==> config.mk <==
export PLATFORM = sky130hd
export DESIGN_NAME = icache
export DESIGN_NICKNAME = d
export VERILOG_FILES = /design/src/rtl/icache.sv
export SDC_FILE = /design/constraint.sdc
export NUM_CORES = 1
export LEC_CHECK = 0
export ABC_CLOCK_PERIOD_IN_PS = 34300
export CORE_MARGIN = 4
export CORE_UTILIZATION = 57
export CTS_BUF_LIST = sky130_fd_sc_hd__clkbuf_8 sky130_fd_sc_hd__clkbuf_16
export CTS_CLUSTER_DIAMETER = 50
export DETAILED_ROUTE_END_ITERATION = 8
export GPL_TIMING_DRIVEN = 0
export PLACE_DENSITY = 0.77
export SKIP_CTS_REPAIR_TIMING = 1
export SYNTH_ARGS = -nofsm -noshare
export SYNTH_HDL_FRONTEND = slang
export SYNTH_SLANG_ARGS = --single-unit
==> constraint.sdc <==
create_clock -name clk -period 34.3 [get_ports clk]
set_input_delay 8.575 -clock clk [delete_from_list [all_inputs] [get_ports clk]]
set_output_delay 8.575 -clock clk [all_outputs]
set_load 0.01 [all_outputs]
==> src/rtl/icache.sv <==
// Direct-mapped, read-only instruction cache with 4-word lines and a
// two-state LOOKUP/REFILL controller that fetches whole lines from memory.
module icache #(
    parameter int NUM_LINES = 4
) (
    input  logic         clk,
    input  logic         reset,
    input  logic         fetch_valid,
    input  logic [31:0]  pc_in,
    input  logic         flush,
    output logic [31:0]  instruction_out,
    output logic         instruction_valid,
    output logic         stall,
    output logic         mem_req,
    output logic [31:0]  mem_addr,
    input  logic         mem_valid,
    input  logic [127:0] mem_rdata,
    output logic [15:0]  hit_count,
    output logic [15:0]  miss_count
);

    localparam int IDX_W = $clog2(NUM_LINES);
    localparam int TAG_W = 28 - IDX_W;

    typedef enum logic {
        LOOKUP = 1'b0,
        REFILL = 1'b1
    } state_t;

    state_t               r_state;
    logic [NUM_LINES-1:0] r_valid;
    logic [TAG_W-1:0]     r_tag  [NUM_LINES];
    logic [127:0]         r_data [NUM_LINES];
    logic [31:2]          r_pc;
    logic                 r_flushed;

    logic [IDX_W-1:0]     w_idx;
    logic [TAG_W-1:0]     w_tag;
    logic                 w_hit;
    logic [31:0]          w_hit_word;
    logic [IDX_W-1:0]     w_fill_idx;
    logic [31:0]          w_fill_word;
    logic                 w_unused_bits;

    assign w_idx         = pc_in[4 +: IDX_W];
    assign w_tag         = pc_in[31 -: TAG_W];
    assign w_hit         = r_valid[w_idx] && (r_tag[w_idx] == w_tag);
    assign w_hit_word    = r_data[w_idx][{pc_in[3:2], 5'd0} +: 32];
    assign w_fill_idx    = r_pc[4 +: IDX_W];
    // The requested word bypasses the array so it is available on the fill edge.
    assign w_fill_word   = mem_rdata[{r_pc[3:2], 5'd0} +: 32];
    assign w_unused_bits = ^pc_in[1:0];

    // Stall: any refill in flight, a flush, or a missing fetch; never during reset.
    always_comb begin
        stall = 1'b0;
        if (!reset) begin
            stall = 1'b0;
        end else if (r_state == REFILL) begin
            stall = 1'b1;
        end else if (flush) begin
            stall = 1'b1;
        end else if (fetch_valid && !w_hit) begin
            stall = 1'b1;
        end else begin
            stall = 1'b0;
        end
    end

    // Controller: lookup/refill sequencing, valid bits, outputs and counters.
    always_ff @(posedge clk or negedge reset) begin
        if (!reset) begin
            r_state           <= LOOKUP;
            r_valid           <= '0;
            r_pc              <= 30'd0;
            r_flushed         <= 1'b0;
            instruction_out   <= 32'd0;
            instruction_valid <= 1'b0;
            mem_req           <= 1'b0;
            mem_addr          <= 32'd0;
            hit_count         <= 16'd0;
            miss_count        <= 16'd0;
        end else begin
            instruction_valid <= 1'b0;
            case (r_state)
                LOOKUP: begin
                    if (flush) begin
                        r_valid <= '0;
                    end else if (fetch_valid && w_hit) begin
                        instruction_out   <= w_hit_word;
                        instruction_valid <= 1'b1;
                        hit_count         <= hit_count + 16'd1;
                    end else if (fetch_valid) begin
                        r_pc       <= pc_in[31:2];
                        r_flushed  <= 1'b0;
                        miss_count <= miss_count + 16'd1;
                        mem_req    <= 1'b1;
                        mem_addr   <= {pc_in[31:4], 4'b0000};
                        r_state    <= REFILL;
                    end else begin
                        r_state <= LOOKUP;
                    end
                end
                REFILL: begin
                    if (mem_valid) begin
                        // A flush seen at any point of this refill keeps the line invalid.
                        if (flush) begin
                            r_valid <= '0;
                        end else begin
                            r_valid[w_fill_idx] <= !r_flushed;
                        end
                        instruction_out   <= w_fill_word;
                        instruction_valid <= 1'b1;
                        mem_req           <= 1'b0;
                        r_state           <= LOOKUP;
                    end else if (flush) begin
                        r_valid   <= '0;
                        r_flushed <= 1'b1;
                    end else begin
                        r_state <= REFILL;
                    end
                end
                default: begin
                    r_state <= LOOKUP;
                    mem_req <= 1'b0;
                end
            endcase
        end
    end

    // Line storage: data and tags need no reset because valid bits gate every use.
    always_ff @(posedge clk) begin
        if ((r_state == REFILL) && mem_valid) begin
            r_data[w_fill_idx] <= mem_rdata;
            r_tag[w_fill_idx]  <= r_pc[31 -: TAG_W];
        end
    end

endmodule

# Word level (Yosys, flattened, before mapping)
# Memory sizes are Yosys's and may differ from the RTL's.
# Index checks and enable logic that the tools add are counted.
# classes
add_sub_neg,2
magnitude_cmp,3
n_eq_ne,8
shifts,2
n_mux,39
bitwise,3
n_reduce_logical,12
# ops
cell,count
$shiftx 128x8->32,2
$mux 32,3
$pmux 32 s2,1
$add 16x1->16 const B,2
$eq 26x26->1,1
$mux 1,24
$ne 2x2->1 const B,7
$mux 4,3
$pmux 1 s2,4
$pmux 4 s2,1
$reduce_and 4->1,2
$lt 2x3->1 const B,2
$reduce_and 3->1,2
$logic_and 1x1->1,5
$reduce_and 5->1,1
$bwmux 4,1
$not 1->1,3
$bmux 1 s2,1
$demux 1 s2,1
$ge 2x1->1 const B,1
$logic_not 1->1,2
# word_totals
register_bits,130
ramBits,616
word_cells,81
n_memories,2
# mem_list
name,words,width,rd,rd_ports_with_merged_regs,wr,line_no,text
r_data,4,128,1,0,1,33,logic [127:0] r_data [NUM_LINES];
r_tag,4,26,1,0,1,32,logic [TAG_W-1:0] r_tag [NUM_LINES];

# Logic depth before layout (Yosys ltp)
# Gate-level depths: netlist of the first run.
# logic_depth
ltp_word,9
ltp_mapped,14

# Least setup slack after synthesis of the first run
# No wires, ideal clock.
# synth_path
path_kind,input to register
from,input port mem_valid
to,register r_valid[2]
setup_time_ns,0.598
arrival_time_ns,20.589
setup_slack_ns,13.113
cell_stages,3
path_buffers,0
cell_sequence,nand2_1 nor3b_1 a211oi_1
# synth_between
elab_chain_len,2
# synth_rtl
element,line_no,text
start: declaration,16,"input logic mem_valid,"
$mux 4,105,if (mem_valid) begin
$pmux 4 s2,85,case (r_state)
end signal: indexed assignment,110,r_valid[w_fill_idx] <= !r_flushed;
end: declaration,31,logic [NUM_LINES-1:0] r_valid;
# Every way passes these cells.
# A chain may end at the register's enable or synchronous reset.

# Worst setup path in the final report of the first run
# layout_path
from,input port pc_in[5]
to,output port stall
# layout_between
elab_chain_len,9
elab_cells_between_ends,11
classes_between,1 x eq/ne; 6 x mux; 3 x reduce/logical; 1 x memory
# layout_rtl
element,line_no,text
start: declaration,9,"input logic [31:0] pc_in,"
$mem_v2 4x26 / $bmux 1 s2 (equally long branches),-,
$eq 26x26->1 / $mux 1 (equally long branches),47,assign w_hit = r_valid[w_idx] && (r_tag[w_idx] == w_tag);
$logic_and 1x1->1 *,47,
$logic_not 1->1 *,63,end else if (fetch_valid && !w_hit) begin
$logic_and 1x1->1 *,63,
$mux 1 *,63,
$mux 1 *,61,end else if (flush) begin
$mux 1 *,59,end else if (r_state == REFILL) begin
$mux 1 *,57,if (!reset) begin
end: declaration,13,"output logic stall,"
# Mark *: on every way between the ends. The rest lies on a longest branch, timed or not. The select of a mux whose other input is x is not followed.

==> flow_summary.yaml, run 1 <==
pwr:
  netSwitchingPower_mw: 0.5090
  p_int_mw: 1.686
  p_sw_share_pct: 23.19
  leakage_nw: 12.65
  p_clk_share_pct: 38.6
  power.density_nw_per_um2: 60.75
  share_seq_of_total_power_pct: 47.6
  pwr-share-comb_pct: 13.7
  total_power_mw: 2.195
  peakVddDrop_v: 0.00005391
global_route:
  grt_use_met3_pct: 5.401
  antenna_found_initial: 14
  grt_pass1_vias: 16707
  grt.busiest_layer: "met2"
  grt_pass1_wl_mm: 105.7
  track_usage_pct: 25.24
  grt_overflow_total: 0
  grt_max_degree: 93
  met1_usage_pct: 35.03
  met2_usage_pct: 41.29
timing:
  finalSetupTns_ns: 0
  maxSlewHeadroom_pct: 24.30
  hold_viol_final: 0
  fin_worst_skew_ns: 0.01960
  slew_viol_final: 0
  finalCritPeriodShare_pct: 61.42
  whs_ns: 0.4691
  timing.fmax_mhz: 47.47
  tightest_slew_ns: 1.136
  setup_ws_ns: 13.23
  grt_setup_unrepaired: "no"
  setup_viol: 0
  min_period_ns: 21.07
placement:
  dp_worst_setup_slack_ns: 13.22
  gp_congestion: 0.9267
  numPortBuffers: 254
  place_hpwl_mm: 45.40
  place_area_um2: 33430
  dp_cells: 2472
finish:
  final_util_pct: 70.43
  final_area_um2: 36130
  area_growth_pct: 22.39
  nets: 2041
  drive_gt1_share_pct: 27.92
  finalNonFillerCells: 2628
  fill_cells: 3171
critical_path:
  rr_worst_depth: 9
  regToRegSetupSlack_ns: 30.60
  cp_max_fo: 10
  worstPathRequired_ns: 25.72
  start_kind: "input pin"
  cp.arrival_ns: 12.49
  worstReg2RegStart: "r_state"
  end_kind: "output pin"
  r2r_end: "r_data[2][79]"
  criticalPathCategory: "input pin to output pin"
yosys:
  synth-edff-count: 616
  synth-simple-area-share_pct: 2.573
  netlist_instances: 1497
  synth_compound_area_share_pct: 2.335
  ys_seq_area_share_pct: 71.31
  synth_top_family_by_area: "multiplexers"
  yosysUniqueCellTypes: 60
  synth_top_area_share_pct: 62.66
  synth.area.top_cells: "edfxtp_1, mux4_2, dfrtp_1"
  synth-xor-area-share_pct: 1.568
  synth_adder_area_share_pct: 0.08477
  synth_area_um2: 29520
  yosysTopAreaCell: "edfxtp_1"
  synthFlopType: "edfxtp_1"
  syn_avg_cell_area_um2: 19.72
  synth_commonest_cells: "edfxtp_1, mux4_2, mux2_2"
  synth_most_common_cell: "edfxtp_1"
  async_flop_share_pct: 14.21
  ys_seq_elements: 718
  synth.area.mux_share_pct: 19.42
  yosysWarnings: 0
cts:
  tritoncts: "done"
  root_buffer: "clkbuf_16"
  cts.sinks: 718
  clk_pin_slew_ns: 0.06
  htree_levels: 3
  clk_path_buf_depth: 3
  clock_latency_ns: 0.60
  cts_made_buffers: 80
floorplanning:
  fp.dieH_um: 235.6
  die_x_um: 235.6
  rows: 83
  core_um2: 51300
  die_area_um2: 55490
  start_util_pct: 57.54
  num_io_pins: 264
detailed_routing:
  viasPerCell: 6.134
  ant_nets: 0
  drt_iter0_drc: 1663
  wl_per_cell_um: 26.75
  remaining_drc_errors: 0
  dr.pass1.iters: 7
  drt_wl_total_mm: 70.30
  via_count: 16119
min_path:
  holdPathStages: 1
  hp-class: "register to register"
  hold_start: "hit_count[15]"
  hold_end: "hit_count[15]"
outcome:
  status: "finished, final reports clean"
run:
  max_cap_viol_count: 0
==> logic make-up after synthesis <==
kind of cell | Yosys count
AND/OR/NAND/NOR | 130
buffers and inverters | 156
flip-flops | 718
adder cells (fa/ha/maj) | 2
multiplexers | 330
AO/OA/AOI/OAI | 108
other | 1
XOR/XNOR | 52
==> per-layer routing <==
metal,up-vias,wire length [um],part of all wire (%)
met5,-,97,0.14
met4,14,1788,2.5
met3,132,5317,7.6
met2,782,35220,50
met1,8380,27870,40
li1,6811,-,-
==> power groups by stage <==
stage / logic (mW) / clock network [mW] / registers (mW)
detailed placement: 0.302 / 0 / 1.06
CTS: 0.305 / 0.862 / 1.05
floorplan: 0.153 / 0 / 1.07
finish: 0.302 / 0.848 / 1.05
global placement: 0.291 / 0 / 1.07
global route: 0.321 / 0.898 / 1.05
==> worst max-delay path, cell delays in order <==
cell	delay, ns
clkdlybuf4s50_1	0.50
buf_6	0.19
buf_4	0.25
buf_1	0.59
mux4_2	0.43
xnor2_1	0.29
nand2_1	0.11
nor3_2	0.30
and3_1	0.22
clkbuf_1	0.26
nand2b_1	0.15
a21boi_0	0.11
clkdlybuf4s50_1	0.51
==> flip-flops by register name (all words and copies together) (netlist names), 4 cells and up <==
| name | flops |
|---|---|
| r_valid | 4 |
| r_pc | 30 |
| r_data | 512 |
| miss_count | 16 |
| r_tag | 104 |
| hit_count | 16 |
| instruction_out | 32 |
==> worst max path at each step <==
stage / slack [ns] / endpoint / startpoint
floorplan: 13.11 / r_valid[2] / mem_valid
global placement: 3.34 / r_valid[2] / mem_valid
detailed placement: 13.22 / stall / pc_in[5]
CTS: 13.24 / stall / pc_in[5]
global route: 13.13 / stall / pc_in[5]
finish: 13.23 / stall / pc_in[5]
==> layout by cell type, fill, tap and decap left out, types with 4 or more instances in the layout <==
cell,netlist,routed
a21oi_1,39,39
and2_1,5,5
and3_1,6,6
buf_1,4,4
buf_2,22,22
buf_4,35,37
buf_6,7,38
bufinv_16,0,6
clkbuf_1,43,43
clkbuf_16,0,84
clkbuf_8,0,9
clkdlybuf4s50_1,0,253
clkinv_2,0,6
conb_1,1,4
dfrtp_1,102,102
diode_2,0,7
edfxtp_1,616,616
inv_1,45,73
inv_6,0,6
mux2_2,105,105
mux2_4,29,29
mux2i_1,24,24
mux4_2,172,172
nand2_1,20,20
nand2b_1,11,11
nand3_1,18,18
nand4_1,10,10
nor2_1,16,16
nor3_1,9,8
nor4_1,11,11
nor4_2,4,4
o2111ai_1,4,4
o21ai_0,5,5
o22ai_1,35,35
xnor2_1,35,35
xor2_1,16,16
==> layout make-up <==
| type | instances | area (um2) | share of cell area, % |
|---|---|---|---|
| Sequential cell | 718 | 21050 | 58.26 |
| Clock inverter | 56 | 455.4 | 1.261 |
| Inverter | 45 | 183.9 | 0.5091 |
| Antenna cell | 7 | 17.52 | 0.04848 |
| Multi-Input combinational cell | 626 | 7694 | 21.29 |
| Timing Repair Buffer | 292 | 3024 | 8.370 |
| Tap cell | 680 | 850.8 | 2.355 |
| Buffer | 111 | 628.1 | 1.738 |
| Clock buffer | 93 | 2226 | 6.161 |
Power figures use the tool's default switching activity.
==> inputs of run 2 (changes only) <==
- ABC_CLOCK_PERIOD_IN_PS: 34300 -> 20400
- clock period: 34.3 -> 20.4 ns (I/O delays scaled with it)
==> results of run 2 <==
Same layout as run 1 (identical final DEF). Status: finished, final reports clean.
Main changes from that run: setup slack after placement 13.22 ns -> 6.273 ns; setup slack after layout 13.23 ns -> 6.283 ns; register-to-register setup slack 30.60 ns -> 16.70 ns; total power 2.195 mW -> 3.691 mW; worst IR drop on VDD 0.00005391 V -> 0.00009064 V
